--- src/rtl/ctrl_pkg.sv ---
// Shared control-field layout and stage bundle types for the EX/MEM/WB pipeline.
package ctrl_pkg;

  // Control field widths as produced by the decoder
  localparam int WB_W   = 2;
  localparam int MEM_W  = 3;
  localparam int CALC_W = 4;

  // memAccess bit positions
  localparam int MEM_READ  = 0;
  localparam int MEM_WRITE = 1;
  localparam int MEM_BYTE  = 2;

  // writeBack bit positions
  localparam int WB_REG_WRITE  = 0;
  localparam int WB_MEM_TO_REG = 1;

  // Each stage keeps only the fields still needed downstream.
  // Destination registers live beside these, since their width is a
  // module parameter.
  typedef struct packed {
    logic              valid;
    logic [CALC_W-1:0] calc;
    logic [MEM_W-1:0]  mem;
    logic [WB_W-1:0]   wb;
  } ex_ctrl_t;

  typedef struct packed {
    logic             valid;
    logic [MEM_W-1:0] mem;
    logic [WB_W-1:0]  wb;
  } mem_ctrl_t;

  typedef struct packed {
    logic            valid;
    logic [WB_W-1:0] wb;
  } wb_ctrl_t;

endpackage

--- src/rtl/control_pipeline_hazard_detect.sv ---
// Load-use hazard detector: an instruction in ID reads a register that the
// load currently in EX has not produced yet.
module hazard_detect #(
  parameter int REG_ADDR_W = 5
) (
  input  logic                  idValid,
  input  logic [REG_ADDR_W-1:0] idSrcA,
  input  logic [REG_ADDR_W-1:0] idSrcB,
  input  logic                  exValid,
  input  logic                  exMemRead,
  input  logic [REG_ADDR_W-1:0] exDestReg,
  output logic                  hazard
);

  // Register 0 is hardwired, so a load targeting it never creates a dependency
  always_comb begin
    hazard = idValid & exValid & exMemRead & (exDestReg != '0) &
             ((exDestReg == idSrcA) | (exDestReg == idSrcB));
  end

endmodule

--- src/rtl/control_pipeline.sv ---
// Carries decoded control bundles through EX, MEM and WB; handles load-use
// bubbles, global stall and branch flush; counts inserted bubbles.
module control_pipeline
  import ctrl_pkg::*;
#(
  parameter int REG_ADDR_W = 5,
  parameter int CNT_W      = 16
) (
  input  logic                  clk,
  input  logic                  rst,
  input  logic                  stall,
  input  logic                  flush,
  input  logic                  idValid,
  input  logic [WB_W-1:0]       idWriteBack,
  input  logic [MEM_W-1:0]      idMemAccess,
  input  logic [CALC_W-1:0]     idCalculation,
  input  logic [REG_ADDR_W-1:0] idDestReg,
  input  logic [REG_ADDR_W-1:0] idSrcA,
  input  logic [REG_ADDR_W-1:0] idSrcB,
  output logic                  exValid,
  output logic [CALC_W-1:0]     exCalculation,
  output logic [MEM_W-1:0]      exMemAccess,
  output logic [WB_W-1:0]       exWriteBack,
  output logic [REG_ADDR_W-1:0] exDestReg,
  output logic                  memValid,
  output logic [MEM_W-1:0]      memMemAccess,
  output logic [WB_W-1:0]       memWriteBack,
  output logic [REG_ADDR_W-1:0] memDestReg,
  output logic                  wbValid,
  output logic [WB_W-1:0]       wbWriteBack,
  output logic [REG_ADDR_W-1:0] wbDestReg,
  output logic                  loadUseStall,
  output logic [CNT_W-1:0]      bubbleCount
);

  ex_ctrl_t              ex_q, ex_d;
  mem_ctrl_t             mem_q, mem_d;
  wb_ctrl_t              wb_q, wb_d;
  logic [REG_ADDR_W-1:0] exDest_q, exDest_d;
  logic [REG_ADDR_W-1:0] memDest_q, memDest_d;
  logic [REG_ADDR_W-1:0] wbDest_q, wbDest_d;
  logic [CNT_W-1:0]      cnt_q, cnt_d;
  logic                  hazard;

  hazard_detect #(.REG_ADDR_W(REG_ADDR_W)) u_hazard (
    .idValid   (idValid),
    .idSrcA    (idSrcA),
    .idSrcB    (idSrcB),
    .exValid   (ex_q.valid),
    .exMemRead (ex_q.mem[MEM_READ]),
    .exDestReg (exDest_q),
    .hazard    (hazard)
  );

  // A taken branch overrides the hazard: the dependent instruction is squashed anyway
  assign loadUseStall = hazard & ~flush;

  // Next-state selection, priority stall > flush > hazard > normal advance
  always_comb begin
    ex_d      = ex_q;
    exDest_d  = exDest_q;
    mem_d     = mem_q;
    memDest_d = memDest_q;
    wb_d      = wb_q;
    wbDest_d  = wbDest_q;
    cnt_d     = cnt_q;
    if (stall) begin
      // everything holds
    end else if (flush) begin
      // ID and EX entries are squashed; the MEM entry is older and retires normally
      ex_d      = '0;
      exDest_d  = '0;
      mem_d     = '0;
      memDest_d = '0;
      wb_d      = '{valid: mem_q.valid, wb: mem_q.wb};
      wbDest_d  = memDest_q;
    end else begin
      // MEM and WB advance in both the hazard and normal cases
      mem_d     = '{valid: ex_q.valid, mem: ex_q.mem, wb: ex_q.wb};
      memDest_d = exDest_q;
      wb_d      = '{valid: mem_q.valid, wb: mem_q.wb};
      wbDest_d  = memDest_q;
      if (hazard) begin
        ex_d     = '0;
        exDest_d = '0;
        if (cnt_q != '1) cnt_d = cnt_q + {{(CNT_W-1){1'b0}}, 1'b1};
      end else if (idValid) begin
        ex_d     = '{valid: 1'b1, calc: idCalculation, mem: idMemAccess, wb: idWriteBack};
        exDest_d = idDestReg;
      end else begin
        // invalid slots carry zero controls so they can never write anything
        ex_d     = '0;
        exDest_d = '0;
      end
    end
  end

  // Stage registers and bubble counter; reset beats stall and flush
  always_ff @(posedge clk) begin
    if (rst) begin
      ex_q      <= '0;
      exDest_q  <= '0;
      mem_q     <= '0;
      memDest_q <= '0;
      wb_q      <= '0;
      wbDest_q  <= '0;
      cnt_q     <= '0;
    end else begin
      ex_q      <= ex_d;
      exDest_q  <= exDest_d;
      mem_q     <= mem_d;
      memDest_q <= memDest_d;
      wb_q      <= wb_d;
      wbDest_q  <= wbDest_d;
      cnt_q     <= cnt_d;
    end
  end

  assign exValid       = ex_q.valid;
  assign exCalculation = ex_q.calc;
  assign exMemAccess   = ex_q.mem;
  assign exWriteBack   = ex_q.wb;
  assign exDestReg     = exDest_q;
  assign memValid      = mem_q.valid;
  assign memMemAccess  = mem_q.mem;
  assign memWriteBack  = mem_q.wb;
  assign memDestReg    = memDest_q;
  assign wbValid       = wb_q.valid;
  assign wbWriteBack   = wb_q.wb;
  assign wbDestReg     = wbDest_q;
  assign bubbleCount   = cnt_q;

endmodule

--- config.mk ---
export PLATFORM = sky130hd
export DESIGN_NAME = control_pipeline
export DESIGN_NICKNAME = d
export VERILOG_FILES = /design/src/rtl/ctrl_pkg.sv /design/src/rtl/control_pipeline_hazard_detect.sv /design/src/rtl/control_pipeline.sv
export SDC_FILE = /design/constraint.sdc
export NUM_CORES = 1
export LEC_CHECK = 0
export CELL_PAD_IN_SITES_DETAIL_PLACEMENT = 1
export CELL_PAD_IN_SITES_GLOBAL_PLACEMENT = 1
export CORE_MARGIN = 3
export CORE_UTILIZATION = 32
export DETAILED_ROUTE_END_ITERATION = 8
export PLACE_DENSITY = 0.88
export REMOVE_ABC_BUFFERS = 1
export SLEW_MARGIN = 20
export SYNTH_ARGS = -nofsm -noshare
export SYNTH_HDL_FRONTEND = slang
export SYNTH_HIERARCHICAL = 1
export SYNTH_SLANG_ARGS = --single-unit
--- constraint.sdc ---
create_clock -name clk -period 3 [get_ports clk]
set_input_delay 0.6 -clock clk [delete_from_list [all_inputs] [get_ports clk]]
set_output_delay 0.6 -clock clk [all_outputs]
set_load 0.01 [all_outputs]
## Word-level counts from Yosys, hierarchy flattened

Cells that the tools add are included.

- Flip-flop bits (word level): 50
- Latch bits: 0
- Memory bits (writable): 0
- Bits in read-only memories: 0
- Bits of input ports: 29
- Output and inout port bits: 51
- Word-level logic and storage cells: 35
- Memories: 0

- Add/sub/neg operators: 1
- Multipliers: 0
- Divide/modulo/power cells: 0
- Magnitude comparators: 0
- Eq/ne operators: 3
- Shift-type cells: 0
- Multiplexer cells: 8
- Bitwise gates (word level): 8
- Reductions and logical operators: 2

Operator list:

| kind | number |
|---|---|
| 2-to-1 mux 10 bit | 3 |
| 2-to-1 mux 5 bit | 4 |
| adder 16 x 1 -> 16 bit, second input constant | 1 |
| inequality test 16 bit, second input constant | 1 |
| == test 5 bit | 2 |
| 2-to-1 mux 6 bit | 1 |
| bitwise AND 1 bit | 5 |
| nonzero test 5 bit | 1 |
| AND reduction 4 bit | 1 |
| inverter 1 bit | 2 |
| bitwise OR 1 bit | 1 |

## Longest topological paths before layout

Gate-level depths: netlist of the first run.

- Depth after elaboration: 6
- Mapped depth: 8

## Cells and area by module

Netlist of the first run, hierarchy kept.

By module, submodules not included:

| module | times used | cells each | area each (um2) |
|---|---|---|---|
| control_pipeline | 1 | 226 | 2048.2 |
| hazard_detect | 1 | 17 | 128.9 |

## Least setup slack after synthesis of the first run

Ideal clock, no wire load.

- Path kind: in2reg
- From: in idSrcA[2]
- To: reg cnt_q[15], in the netlist bubbleCount[15]
- Setup time: 70 ps
- Arrival time: 2208 ps
- Data required time: 2930 ps
- Slack: 721 ps
- Cell stages on the path: 8
- Cells stage by stage: xor2_1 nor3_1 nand3_1 a21oi_1 and4bb_1 nand3_2 or4_1 a21oi_1

- Cells in the longest elaborated chain, start to end: 4

Ends and longest elaborated chain:

| item | line | text |
|---|---|---|
| start, declared | control_pipeline.sv:18 | `input logic [REG_ADDR_W-1:0] idSrcA,` |
| == test 5 bit | control_pipeline_hazard_detect.sv:18 | `((exDestReg == idSrcA) \| (exDestReg == idSrcB));` |
| bitwise OR 1 bit | control_pipeline_hazard_detect.sv:18 |  |
| bitwise AND 1 bit | control_pipeline_hazard_detect.sv:17 | `hazard = idValid & exValid & exMemRead & (exDestReg != '0) &` |
| net hazard | control_pipeline.sv:43 | `logic hazard;` |
| AND reduction 4 bit (no source line) | - |  |
| end signal, assigned | control_pipeline.sv:115 | `cnt_q <= cnt_d;` |
| end, declared | control_pipeline.sv:42 | `logic [CNT_W-1:0] cnt_q, cnt_d;` |

The timed path passes the listed nets, and every way through them passes these cells.
A chain may end at the register's enable or synchronous reset.

## Worst setup path after layout of the first run

- From: in idSrcB[2]
- To: out loadUseStall

- Cells in the longest elaborated chain, start to end: 4

Ends and longest elaborated chain:

| item | line | text |
|---|---|---|
| start, declared | control_pipeline.sv:19 | `input logic [REG_ADDR_W-1:0] idSrcB,` |
| == test 5 bit | control_pipeline_hazard_detect.sv:18 |  |
| bitwise OR 1 bit | control_pipeline_hazard_detect.sv:18 |  |
| bitwise AND 1 bit | control_pipeline_hazard_detect.sv:17 |  |
| net hazard | control_pipeline.sv:43 |  |
| bitwise AND 1 bit | control_pipeline.sv:56 | `assign loadUseStall = hazard & ~flush;` |
| end, declared | control_pipeline.sv:32 | `output logic loadUseStall,` |

The timed path passes the listed nets, and every way through them passes these cells.

==> metrics, run 1 <==
post-synthesis register bit count 50; Max clock buf depth 2; port bufs 79; vias in the first global route 2175; synth-to-layout area growth 44.1%; Final ANT Viol Nets 0; Synth Instances 243; reg2reg setup slack 620 ps; crit-path cells clkdlybuf4s50_1 > xor2_1 > nor3_1 > nand3_1 > a21oi_1 > nor2b_2 > dlygate4sd2_1; Worst Reg-to-Reg Cells 9; Die Y roughly 90 um; share of post-route cells with drive strength above 1 7.48%; worst setup margin approximately 240 ps; Ports 80; final WL between 6 and 7 mm; met2 Usage GRT between 20 and 30%; Final Cycle Share 91.9%; starting density of the core roughly a third; Place WS -102 ps; Max Clk Rate ~0.36 GHz; Worst path slowest cell clkdlybuf4s50_1; outcome finished clean; Cell Rows 29; drt first pass iters 4; Worst Path Max Fanout 2; CP Class in -> out; worst skew pair latency ~300 ps; Final Util 48.6%; WP depth 7; RD Place Congestion about 0.7; Top Family by Delay on Critical Path buffers and inverters; CTS tree built; Top Usage Layer GRT met2; critical path arrival about 2200 ps; Cell variety after synth 33; grt ovf 0; Reg-to-Reg Start exDestReg[2]; initial antenna violation count 0; vias post-DR approximately 2100; FF-to-FF End bubbleCount[15]; largest net degree at the start of global routing 51; Avg Cell Area, Syn 8.96 um^2; unrepaired setup endpoints after global routing false; Yosys warning count 6; Vias/cell around 5.4; largest stage delay on the critical path 410 ps; gr usage total between 10% and 20%; Cell Pwr Density about 380 nW/um^2; htree depth 2; crit path to loadUseStall; Global Route met1 Usage roughly a fifth; CTS Buf Count 5; DRT iter0 DRCs 75; max-cap violations 0; worst hold path depth 2; Worst Path Required approximately 2400 ps; startpoint types input port; max-slew violations 0; CTS Sinks 50; Worst-Margin Slew between 900 and 1000 ps; Final Hold Vio Count 0; sequential element share of the synthesized area between 40% and 50%; # setup viols final 0; Setup Fix Bufs, Post-CTS 0; Core Area 6460 um^2; grt met3 use 7.82%; worst setup path startpoint idSrcB[2]; WHS between 500 and 600 ps; Setup Skew ~10 ps; Leakage about 1.1 nW; Layout Nets between 300 and 400; DRC Markers 0; detailed placement HPWL 4.82 mm; root buffer cell clkbuf_8; final critical-path required period around 2800 ps; Antenna Cells 0; first-pass GRT wire length approximately 11 mm; synthesized area ~2200 um^2; WL/cell 16.4 um; worst path bufs/invs 2; CP Capture Type output port; CTS clk-pin slew, worst paths ~100 ps; full die area a little under 8000 um^2; Max IR drop VDD about 0.00022 V; Chip Width 88.5 um; Rel. slew slack between 30% and 40%; Hold WC Path Type reg -> reg
-- metrics by stage --
step | setup TNS, ps | cell area (um^2) | cells | power, mW
floorplan | 0 | 2120 | 228 | 0.717
global placement | -96.4 | 3040 | 390 | 0.798
detailed placement | -102 | 3040 | 390 | 0.802
CTS | 0 | 3140 | 398 | 1.22
global route | 0 | 3140 | 398 | 1.26
finish | 0 | 3140 | 398 | 1.20
-- flip-flops by register name (all words and copies together), names as in the netlist --
register	flops
wbWriteBack	2
memValid	1
exCalculation	4
bubbleCount	16
exValid	1
memDestReg	5
exMemAccess	3
exDestReg	5
memWriteBack	2
wbValid	1
wbDestReg	5
memMemAccess	3
exWriteBack	2
-- power by group --
group          switching [mW]  internal, mW  total, mW
Clock                   0.242         0.169      0.412
Sequential            0.00727         0.670      0.677
Combinational          0.0499        0.0592      0.109
-- layout make-up --
class | instances | area, um^2
clock buffers | 5 | 68.8
fillers | 749 | 3320
clock inverters | 3 | 22.5
inverters | 2 | 7.51
multi-input cells | 176 | 1120
repair buffers | 85 | 825
flip-flops and latches | 50 | 1000
well taps | 77 | 96.3
-- layout by cell type, fill, tap and decap left out, types with 2 or more instances in the layout --
master           count
or4_1               10
a22oi_1             14
dfxtp_1             50
nand2_1              7
nor3b_1             11
xnor2_1              4
buf_4                6
and4_1               3
o21ai_0              4
inv_6                2
clkbuf_8             5
nand4_1              2
nor3_2               2
mux2i_1              8
or3_1                6
nor2_1              36
xor2_1               6
nand3_1              9
o31ai_1             12
nor3_1               2
a21oi_1             29
clkdlybuf4s50_1     76
inv_1                2
buf_2                2
-- cells in the mapped netlist --
cell type | instances | area (um^2)
inv_1 | 2 | 7.51
o31ai_1 | 12 | 90.1
nand2_1 | 7 | 26.3
nor4b_2 | 1 | 15.0
a22oi_1 | 14 | 105
o21ai_0 | 4 | 20.0
nor3b_1 | 11 | 82.6
o2111ai_1 | 1 | 8.76
xnor2_1 | 4 | 35.0
buf_1 | 4 | 15.0
dfxtp_1 | 50 | 1000
nand3_1 | 9 | 45.0
or3_1 | 6 | 37.5
nand3b_1 | 1 | 7.51
or4_1 | 10 | 75.1
nor2b_1 | 1 | 6.26
buf_2 | 2 | 10.0
ha_1 | 1 | 12.5
mux2i_1 | 8 | 80.1
xor2_1 | 6 | 52.6
clkbuf_1 | 9 | 33.8
nor4_2 | 1 | 12.5
a21oi_1 | 29 | 145
and4bb_1 | 1 | 12.5
nor3_2 | 1 | 10.0
nor3b_2 | 1 | 12.5
nor2_1 | 36 | 135
nor3_1 | 3 | 15.0
and4_1 | 3 | 26.3
nand3_2 | 1 | 10.0
nand4_1 | 2 | 12.5
nand4_2 | 1 | 12.5
and3_1 | 1 | 6.26
-- what timing repair did --
action,in CTS,in global routing
resized for setup,3,0
endpoints found under the hold margin,0,0
hold buffers,0,0
endpoints found under the setup margin,1,0
-- worst register-to-register path, cell delays in order, from the launching register on --
cell and delay (ps):
dfxtp_1 510, xor2_1 120, nor3_1 200, nand3_1 120, a21oi_1 180, buf_4 150
and4bb_1 240, nand3_2 140, or4_1 490, a21oi_1 150
-- how the worst min path moves through the flow --
| stage | start | to | slack (ps) |
|---|---|---|---|
| final | memMemAccess[0] | memMemAccess[0] | 510 |
| after floorplan | bubbleCount[15] | bubbleCount[15] | 500 |
| after global routing | wbDestReg[4] | wbDestReg[4] | 550 |
| after CTS | memMemAccess[0] | memMemAccess[0] | 510 |
| after global placement | memMemAccess[1] | memMemAccess[1] | 470 |
| after detailed placement | memMemAccess[0] | memMemAccess[0] | 480 |
-- cell families (layout without fill, tap and decap cells) --
logic type               after synthesis  in the layout  share of synthesized area (%)
AND/OR/NAND/NOR                       97             97                           25.7
AO/OA/AOI/OAI                         60             60                           17.0
flip-flops                            50             50                           46.0
buffers and inverters                 17             95                           3.05
XOR/XNOR                              10             10                           4.02
multiplexers                           8              8                           3.68
adder cells (fa/ha/maj)                1              1                          0.575
-- metal layers --
metal / wire length [um] / up-vias
met5: 0 / -
met4: 34 / 0
met3: 601 / 4
met2: 3130 / 65
met1: 2750 / 1026
li1: - / 1045
(Power assumes the default switching activity.)
==> run 2, diff against run 1 <==
--- a/config.mk
+++ b/config.mk
@@ -8,5 +8,4 @@
 export CELL_PAD_IN_SITES_DETAIL_PLACEMENT = 1
 export CELL_PAD_IN_SITES_GLOBAL_PLACEMENT = 1
-export CORE_MARGIN = 3
 export CORE_UTILIZATION = 32
 export DETAILED_ROUTE_END_ITERATION = 8
==> constraint.sdc (replaced) <==
create_clock -name clk -period 3 [get_ports clk]
set_input_delay 0.6 -clock clk [delete_from_list [all_inputs] [get_ports clk]]
set_output_delay 0.6 -clock clk [all_outputs]
set_load 0.1 [all_outputs]
==> run 2 against run 1 <==
The run now ends with design-rule violations left. Setup slack worse by 85 ps. Critical path depth unchanged. Highest routed layer unchanged. Power up 4.7%. Critical path type unchanged. Core utilization down 1.8 points. Routed wire length down 4.8%. Final area down 3.8%. Sequential power about the same. Fmax down 3.0%.
==> metrics, run 2 (same netlist as run 1, synthesis figures left out) <==
initial antenna violation count 0; Top Usage Layer GRT met2; crit-path cells clkdlybuf4s50_1 > xor2_1 > nor3_1 > nand3_1 > a21oi_1 > nor2b_2 > buf_12; Worst Path Required approximately 2400 ps; max-cap violations 0; commonest non-fill, non-tap cell in the layout buf_4; CP Class in -> out; Final Util 46.7%; Layout Cells excl Fill a little under 400; Hold WC Path Type reg -> reg; worst setup path startpoint idSrcB[2]; RD Place Congestion 0.705; outcome finished with violations; Max Clk Rate 0.352 GHz; Worst-Margin Slew between 900 and 1000 ps; gr usage total between 10% and 20%; largest net degree at the start of global routing a little over 50; CTS tree built; max-slew violations 0; Worst path slowest cell clkdlybuf4s50_1; CTS Buf Count 5; Final Cycle Share 94.7%; Antenna Cells 0; share of post-route cells with drive strength above 1 22.8%; Max IR drop VDD roughly 0.00032 V; DRT iter0 DRCs between 90 and 100; htree depth 2; synth-to-layout area growth 38.7%; starting density of the core 33.7%; Core Area roughly 6500 um^2; Die Y approximately 84 um; Chip Width ~84 um; WHS between 500 and 600 ps; first-pass GRT wire length approximately 10 mm; cts hold-fix bufs 0; worst skew pair latency 310 ps; vias post-DR about 2100; Final ANT Viol Nets 0; hold path start wbDestReg[0]; Top Family by Delay on Critical Path buffers and inverters; max reg flops 16; vias in the first global route between 2000 and 2500; worst path bufs/invs 2; failing checks design-rule violations; grt ovf 0; Cell Pwr Density just over 400 nW/um^2; Ports 80; placed insts 389; Layout Nets between 300 and 400; startpoint types input port; met2 Usage GRT approximately 32%; unrepaired setup endpoints after global routing false; Max clock buf depth 2; final WL 6.20 mm; # setup viols final 0; setup TNS 0 ps; detailed placement HPWL 4.39 mm; Leakage roughly 1.2 nW; Reg-to-Reg Start exDestReg[2]; port bufs 79; full die area roughly 7000 um^2; Cell Rows 29; critical path arrival 2240 ps; CP Capture Type output port; root buffer cell clkbuf_8; grt met3 use 6.98%; final critical-path required period approximately 2800 ps; most frequent cells in the layout 55 x buf_4, 50 x dfxtp_1, 36 x nor2_1; Worst Path Max Fanout 3; DRC Markers 6; Vias/cell around 5.3; Rel. slew slack between 30 and 40%; WL/cell about 16 um; drt first pass iters 6; Setup Skew between 5 and 6 ps; CTS clk-pin slew, worst paths approximately 90 ps; Final Hold Vio Count 0; largest stage delay on the critical path 430 ps; Global Route met1 Usage roughly 20%; CTS Sinks 50
==> run 2: report_power, final <==
group          internal, mW  total [mW]  switching (mW)
Combinational        0.0567       0.149          0.0925
Clock                 0.190       0.428           0.238
Sequential            0.670       0.677         0.00697
==> run 2: worst register-to-register path, cell delays in order, from the launching register on <==
cell and delay (ps):
dfxtp_1 470, xor2_1 110, nor3_1 250, nand3_1 100, a21oi_1 250, buf_4 170
nand2_1 180, or4_1 530, a21oi_1 170
==> run 2: metal layers <==
layer	vias up	wire, um
met5	-	0
met4	0	76
met3	7	521
met2	69	2990
met1	987	2610
li1	1042	-
==> run 2: area by class of cell <==
type / count / area [um^2]
repair buffers: 84 / 703
inverters: 2 / 7.51
fillers: 756 / 3440
clock inverters: 2 / 16.3
clock buffers: 6 / 82.6
multi-input cells: 176 / 1110
well taps: 77 / 96.3
flip-flops and latches: 50 / 1000
==> run 2: through the flow <==
stage	worst slack, ps	power [mW]	instance area (um^2)
after floorplan	-702	0.760	2120
after global placement	119	0.839	2920
after detailed placement	95.6	0.842	2920
after CTS	79.9	1.27	3020
after global routing	28.7	1.31	3020
final	158	1.25	3020
==> run 2: worst paths after layout <==
check | cells past startpoint | end | slack, ps
hold reg to reg | 2 | wbDestReg[0] | 510
setup / recovery | 7 | loadUseStall | 160
hold / removal | 2 | wbDestReg[0] | 510
setup reg to reg | 8 | bubbleCount[4] | 690
==> run 2: timing repair <==
action | 4_1_cts | 5_1_grt
resized for setup | 0 | 1
buffers inserted | 0 | 0
endpoints found under the setup margin | 0 | 1
==> run 3, diff against run 2 <==
Settings changed: CORE_UTILIZATION 32 to 33, CTS_BUF_LIST from default to sky130_fd_sc_hd__clkbuf_8, PLACE_DENSITY 0.88 to 0.9.
==> run 3 against run 2 <==
The flow now finishes without violations. Setup slack gained 4.2 ps. Global-route usage grew 0.35 points. Sequential share of layout area shrank 0.22 points. Largest power group unchanged.
==> metrics, run 3 (same netlist as run 1, synthesis figures left out) <==
Worst-Margin Slew around 910 ps; detailed placement HPWL about 4.5 mm; Ports 80; Antenna Cells 0; most frequent cells in the layout 55 x buf_4, 50 x dfxtp_1, 36 x nor2_1; largest net degree at the start of global routing 51; Final ANT Viol Nets 0; cts hold-fix bufs 0; port bufs 79; max reg flops 16; Max IR drop VDD around 0.00025 V; crit-path cells clkdlybuf4s50_1 > xor2_1 > nor3_1 > nand3_1 > a21oi_1 > buf_4 > nor2b_1 > buf_12; DRT iter0 DRCs 52; Hold WC Path Type reg -> reg; unrepaired setup endpoints after global routing false; Max clock buf depth 2; Chip Width 83.2 um; Final Cycle Share a little over nine tenths; CTS clk-pin slew, worst paths around 100 ps; CP Capture Type output port; max-slew violations 0; Max Clk Rate 0.352 GHz; startpoint types input port; placed inst area about 3000 um^2; root buffer cell clkbuf_8; CTS Buf Count 5; vias post-DR ~2200; Leakage around 1.2 nW; Rel. slew slack between 30% and 40%; critical path arrival 2240 ps; Worst Path Max Fanout 5; setup TNS 0 ps; Die Y 83.2 um; max-cap violations 0; final WL 6.19 mm; grt met3 use approximately 7.6%; overall power about 1.3 mW; Top Usage Layer GRT met2; CTS resizes 0; commonest non-fill, non-tap cell in the layout buf_4; Cell Rows 29; reg2reg setup slack just under 800 ps; initial antenna violation count 0; full die area ~6900 um^2; vias in the first global route 2208; grt ovf 0; outcome finished clean; gr usage total between 10% and 20%; DRC Markers 0; Setup Fix Bufs, Post-CTS 0; Global Route met1 Usage between 20% and 30%; Core Area between 6000 and 7000 um^2; drt first pass iters 4; placed insts between 300 and 400; RD Place Congestion just over 0.7; met2 Usage GRT between 30% and 40%; Layout Nets 349; Final Hold Vio Count 0; largest stage delay on the critical path approximately 430 ps; Layout Cells excl Fill 397; CTS Sinks 50; WL/cell between 15 and 20 um; share of post-route cells with drive strength above 1 approximately 23%; Worst path slowest cell clkdlybuf4s50_1; # setup viols final 0; Setup Skew between 10 and 15 ps; Vias/cell about 5.5; final critical-path required period between 2000 and 3000 ps; CP Class in -> out; synth-to-layout area growth 39.6%; Worst Path Required roughly 2400 ps; Cell Pwr Density around 440 nW/um^2; CTS tree built; first-pass GRT wire length 10.5 mm; Final Instance Area ~3000 um^2; htree depth 2; Fill cells about 730; starting density of the core 34.3%; worst skew pair latency 310 ps
[run 3: report_power, final]
group,switching [mW],total [mW],internal [mW]
sequential,0.00663,0.676,0.670
combinational,0.0925,0.149,0.0567
clock,0.243,0.518,0.275
[run 3: path summary, 6_finish.rpt]
| kind | start | to | depth (start not counted) |
|---|---|---|---|
| worst max register to register | exDestReg[2] | bubbleCount[15] | 9 |
| worst max-delay path | idSrcA[2] | loadUseStall | 8 |
| worst min-delay path | wbDestReg[0] | wbDestReg[0] | 2 |
| worst min register to register | wbDestReg[0] | wbDestReg[0] | 2 |
[run 3: area by class of cell]
type | count | area, um^2 | area share [%]
timing repair buffer | 84 | 703 | 23.1
multi-input combinational | 176 | 1110 | 36.5
sequential | 50 | 1000 | 32.9
clock inverter | 2 | 38.8 | 1.28
tap | 77 | 96.3 | 3.17
inverter | 2 | 7.51 | 0.247
clock buffer | 6 | 82.6 | 2.72
[run 3: metrics by stage]
stage                     util (%)  hold slack [ps]  setup slack [ps]
after floorplan                  -              669              -702
after global placement        46.0              473               142
after detailed placement      46.0              486               122
after CTS                     47.9              511               147
after global routing          47.9              530              33.9
final                         47.9              509               163
[run 3: routing by layer]
layer,part of all wire [%],routed length [um]
met5,0,0
met4,0.82,51
met3,8.3,514
met2,49,3050
met1,42,2570
[run 3: critical path: cells and delay by family]
family / cells / cell delay [ps]
AND/OR/NAND/NOR: 3 / 550
AO/OA/AOI/OAI: 1 / 150
buffers and inverters: 3 / 790
XOR/XNOR: 1 / 150
